===== src/rtl/alu_seq_pkg.sv =====
// Shared types for the iterative-ALU step sequencer.
// Latency: n/a (types and constants only).
// Backpressure: n/a.
package alu_seq_pkg;

    typedef enum logic [1:0] {
        IDLE  = 2'd0,
        CLEAR = 2'd1,
        RUN   = 2'd2,
        DONE  = 2'd3
    } state_t;

    localparam logic DIR_UP   = 1'b0;
    localparam logic DIR_DOWN = 1'b1;

endpackage


===== src/rtl/iter_sequencer.sv =====
// Sequences an external up/down step counter: clear, n_iter count pulses, done.
// Latency: CLEAR one cycle after accept, RUN for n_iter cycles, done at n_iter+2.
// Backpressure: ready is high only in IDLE; a start while busy is dropped, not queued.
module iter_sequencer
    import alu_seq_pkg::*;
#(
    parameter int WIDTH = 3
) (
    input  logic             clk,
    input  logic             reset,
    input  logic             start,
    input  logic             dir,
    input  logic [WIDTH-1:0] n_iter,
    input  logic             abort,
    input  logic [WIDTH-1:0] cnt,
    output logic             cnt_rst,
    output logic             count_up,
    output logic             count_down,
    output logic             ready,
    output logic             ld_en,
    output logic             step_en,
    output logic             done,
    output logic             aborted,
    output logic             err
);

    state_t           state_q;
    state_t           state_d;
    logic             dir_q;
    logic [WIDTH-1:0] target_q;
    logic [WIDTH-1:0] target_d;
    logic             cnt_rst_q;
    logic             first_run_q;
    logic             accept;

    assign accept = start && (state_q == IDLE);

    // The counter reads back the number of completed steps, so the last step is
    // the RUN cycle where cnt equals n_iter-1 (up) or its negation (down).
    assign target_d = (dir == DIR_DOWN) ? (WIDTH'(1) - n_iter) : (n_iter - WIDTH'(1));

    assign ready   = (state_q == IDLE);
    assign cnt_rst = cnt_rst_q;

    // State register plus the registered counter clear and first-RUN marker.
    always_ff @(posedge clk or posedge reset) begin
        if (reset) begin
            state_q     <= IDLE;
            cnt_rst_q   <= 1'b0;
            first_run_q <= 1'b0;
        end else begin
            state_q     <= state_d;
            // Decoded from next state so the counter reset line is a clean flop output.
            cnt_rst_q   <= (state_d == CLEAR);
            first_run_q <= (state_q == CLEAR) && (state_d == RUN);
        end
    end

    // Op parameters captured once on accept; ignored for the rest of the op.
    always_ff @(posedge clk or posedge reset) begin
        if (reset) begin
            dir_q    <= DIR_UP;
            target_q <= '0;
        end else if (accept) begin
            dir_q    <= dir;
            target_q <= target_d;
        end
    end

    // Next-state decode and per-cycle control outputs.
    always_comb begin
        state_d    = state_q;
        count_up   = 1'b0;
        count_down = 1'b0;
        ld_en      = 1'b0;
        step_en    = 1'b0;
        done       = 1'b0;
        aborted    = 1'b0;
        err        = 1'b0;
        case (state_q)
            IDLE: begin
                if (start) begin
                    state_d = (n_iter == '0) ? DONE : CLEAR;
                end
            end
            CLEAR: begin
                ld_en = 1'b1;
                if (abort) begin
                    aborted = 1'b1;
                    state_d = IDLE;
                end else begin
                    state_d = RUN;
                end
            end
            RUN: begin
                step_en = 1'b1;
                if (abort) begin
                    // Abort takes priority over both the last step and the check.
                    aborted = 1'b1;
                    state_d = IDLE;
                end else if (first_run_q && (cnt != '0)) begin
                    // Counter failed to clear: stop without touching it.
                    err     = 1'b1;
                    state_d = IDLE;
                end else begin
                    count_up   = (dir_q == DIR_UP);
                    count_down = (dir_q == DIR_DOWN);
                    if (cnt == target_q) begin
                        state_d = DONE;
                    end
                end
            end
            DONE: begin
                done    = 1'b1;
                state_d = IDLE;
            end
            default: begin
                state_d = IDLE;
            end
        endcase
    end

endmodule


===== config.mk =====
export PLATFORM = sky130hd
export DESIGN_NAME = iter_sequencer
export DESIGN_NICKNAME = d
export VERILOG_FILES = /design/src/rtl/alu_seq_pkg.sv /design/src/rtl/iter_sequencer.sv
export SDC_FILE = /design/constraint.sdc
export NUM_CORES = 1
export LEC_CHECK = 0
export CAP_MARGIN = 20
export CORE_AREA = 5 5 42 44
export CTS_CLUSTER_DIAMETER = 200
export DETAILED_ROUTE_END_ITERATION = 7
export DIE_AREA = 0 0 47 49
export HOLD_SLACK_MARGIN = 0.06
export PLACE_DENSITY_LB_ADDON = 0.15
export SLEW_MARGIN = 20
export SYNTH_ARGS = -nofsm -noshare
export SYNTH_HDL_FRONTEND = slang
export SYNTH_SLANG_ARGS = --single-unit

===== constraint.sdc =====
create_clock -name clk -period 1.85 [get_ports clk]
set_input_delay 0.37 -clock clk [delete_from_list [all_inputs] [get_ports clk]]
set_output_delay 0.37 -clock clk [all_outputs]
set_load 0.01 [all_outputs]

==> metrics.txt <==
routed via count=about 480; final wirelength=roughly 1.2 mm; Synth Area in Adders=0.1442; CP max FO=3; GR Util All Layers=0.1193; synthesis-to-layout area growth=61.54%; syn nets=70; P per Cell Area=roughly 1200 mW/mm^2; clk buf depth=2; worst reg2reg startpoint=state_q[1]; Critical Path Sink Type=output port; Ant. Diodes=0; routed length per instance=11.39 microns; Final Setup Violations=0; number of I/O port buffers=19; DR iter-0 viols=2; Worst R2R End=first_run_q; layout cells sized above 1=0.2644; largest family of logic cells by synthesized area=compound AO/OA/AOI/OAI gates; Nets=about 110; CP Class=flip-flop to output port; number of flops mapped to enable cells by yosys=0; Die ar.=~0.0023 sq mm; PnR worst setup slack=0.05293 ns; Final Wtd Congestion=0.7244; post-synthesis compound-gate area fraction=0.1659; hold crit path type=input pin to asynchronous set/reset pin; Num CTS Buffers=3; die extent in x=approximately 47 microns; run status=complete, no violations; r2r worst-path depth=7; fin crit period=roughly 1.8 ns; Hold Buf Count CTS=0; Avg Synthesized Cell Area=about 9.8 sq um; vias in the first global route=a little under 500; initial core utilization=0.3714; xor-xnor portion of the synthesized cell area=0.06731; Yosys reg bits=8; TritonCTS clock tree=built; WHS=between 0.3 and 0.4 ns; largest net degree at the start of global routing=9; Worst IR Drop VDD=~690 uV; Distinct cells, synth=21; Die H=49 microns; Critical Path Source Type=flip-flop; Fin Setup TNS=0 ns; Rows=14; DRC Markers=0; CP required=between 1 and 1.5 ns; register area share after synthesis=0.3846; Hold Fails Final Rpt=0; Remaining Overflow, GRT=0; post-synth top area cell=dfrtp_1; DR pass1 iterations=4; fraction of registers with async set/reset=1.000; Post-Layout Cell Count=about 100; routed vias/inst=roughly 4.7; num ports=20; Synth top cells by count=8 x dfrtp_1, 8 x inv_1, 6 x ha_1; reg-to-reg setup timing slack=~0.18 ns; Critical Path End=count_down; slew margin rel.=0.7964; post-synthesis mux area share=0.04087; Setup WS pre-CTS=-0.4969 ns; yosys warns=0; CTS sink cnt=8; Clock transition at path regs=0.05 ns; placed insts=98; Core ar.=around 0.0014 sq mm; Syn Inst Count=53; Worst-Skew Late Latency=approximately 0.25 ns; Worst-Margin Slew=around 0.3 ns; Root Driver=clkbuf_4; Final Cycle Share=0.9714; Worst EP arrival=about 1.4 ns; Primary FF master, synth=dfrtp_1; Syn Std Cell Area=approximately 520 sq um; Layout Skew=roughly 0.0032 ns; number of max-cap violations=0; global-route wire length before repair=1.966 mm; static leakage=around 0.48 nW; Post-DRT Antenna Nets=0; Max Freq=~560 MHz; initial antenna violation count=0; DPL Wire Length=approximately 1000 microns; CP startpoint=state_q[1]; top cells by area, synth=dfrtp_1 38%, ha_1 14%, xor2_1 6.7%, inv_1 5.8%, a31o_4 3.4%; top-area cell type share of the netlist area=0.3846; H-tree Lvls=1; post-synthesis simple-gate area fraction=0.1394; Final Max Slew Viols=0
[critical path, cell delays in order (launching register included)]
cell and delay, ns:
dfrtp_1 0.38, buf_6 0.13, ha_2 0.17, and3b_2 0.22
and2_1 0.15, buf_2 0.13
[stage by stage]
| step | cell area (sq um) | total power, mW | utilization |
|---|---|---|---|
| finish | 840.8 | 1.008 | 0.6000 |
| detailed placement | 805.8 | 0.8920 | 0.5750 |
| CTS | 824.5 | 1.015 | 0.5884 |
| global route | 840.8 | 1.107 | 0.6000 |
| global placement | 805.8 | 0.8760 | 0.5750 |
| floorplan | 520.5 | 0.6139 | - |
[cell families after synthesis]
kind of cell,after synthesis
AOI/OAI and AO/OA,11
xor gates and xnor gates,4
adders and majority gates,6
buffers and inverters,8
DFF,8
muxes,2
and+or+nand+nor,14
[cell usage in the layout, fill, tap and decap left out, drive strengths merged, types with 2 or more instances in the layout]
cell,count
xor2,4
a21oi,2
nand2,4
and2,2
buf,14
dlymetal6s2s,2
nor2,4
o31ai,2
dfrtp,8
o21ai,3
ha,6
clkbuf,3
dlygate4sd2,7
clkdlybuf4s50,8
inv,8
[routing by layer]
layer  global-route usage  routed length, microns  up-vias
li1                     -                       -      253
met1               0.1377                     462      215
met2               0.1946                     618       13
met3              0.04428                      85        2
met4              0.04147                       6        0
met5                    0                       0        -
[flip-flops by register name, summed over array words and instances, names as in the netlist]
name / cells
dir_q: 1
state_q: 2
first_run_q: 1
cnt_rst: 1
target_q: 3
[layout make-up]
cell class / count / area, sq um
multi-input cells: 37 / 297.8
inverters: 8 / 30.03
fillers: 145 / 560.5
repair buffers: 31 / 270.3
flip-flops and latches: 8 / 200.2
well taps: 16 / 20.02
clock buffers: 3 / 22.52
[report_power, final]
part | total, mW | switching, mW | leakage, nW | internal (mW)
Clock | 0.132 | 0.0578 | 0.0138 | 0.0741
Sequential | 0.294 | 0.0419 | 0.102 | 0.252
Combinational | 0.582 | 0.278 | 0.360 | 0.304
[timing repair]
action                     in CTS  in global routing
setup endpoints to repair       6                  5
gates cloned                    0                  0
pin swaps                       2                  0
gates resized for setup        15                  5
buffers inserted                2                  0
[how the worst min path moves through the flow]
stage | endpoint | slack (ns)
floorplan | cnt_rst | 0.19
global placement | target_q[2] | 0.48
detailed placement | target_q[1] | 0.49
CTS | target_q[0] | 0.36
global route | state_q[0] | 0.39
finish | target_q[0] | 0.36
No activity file was read; power rests on OpenSTA's default activity.
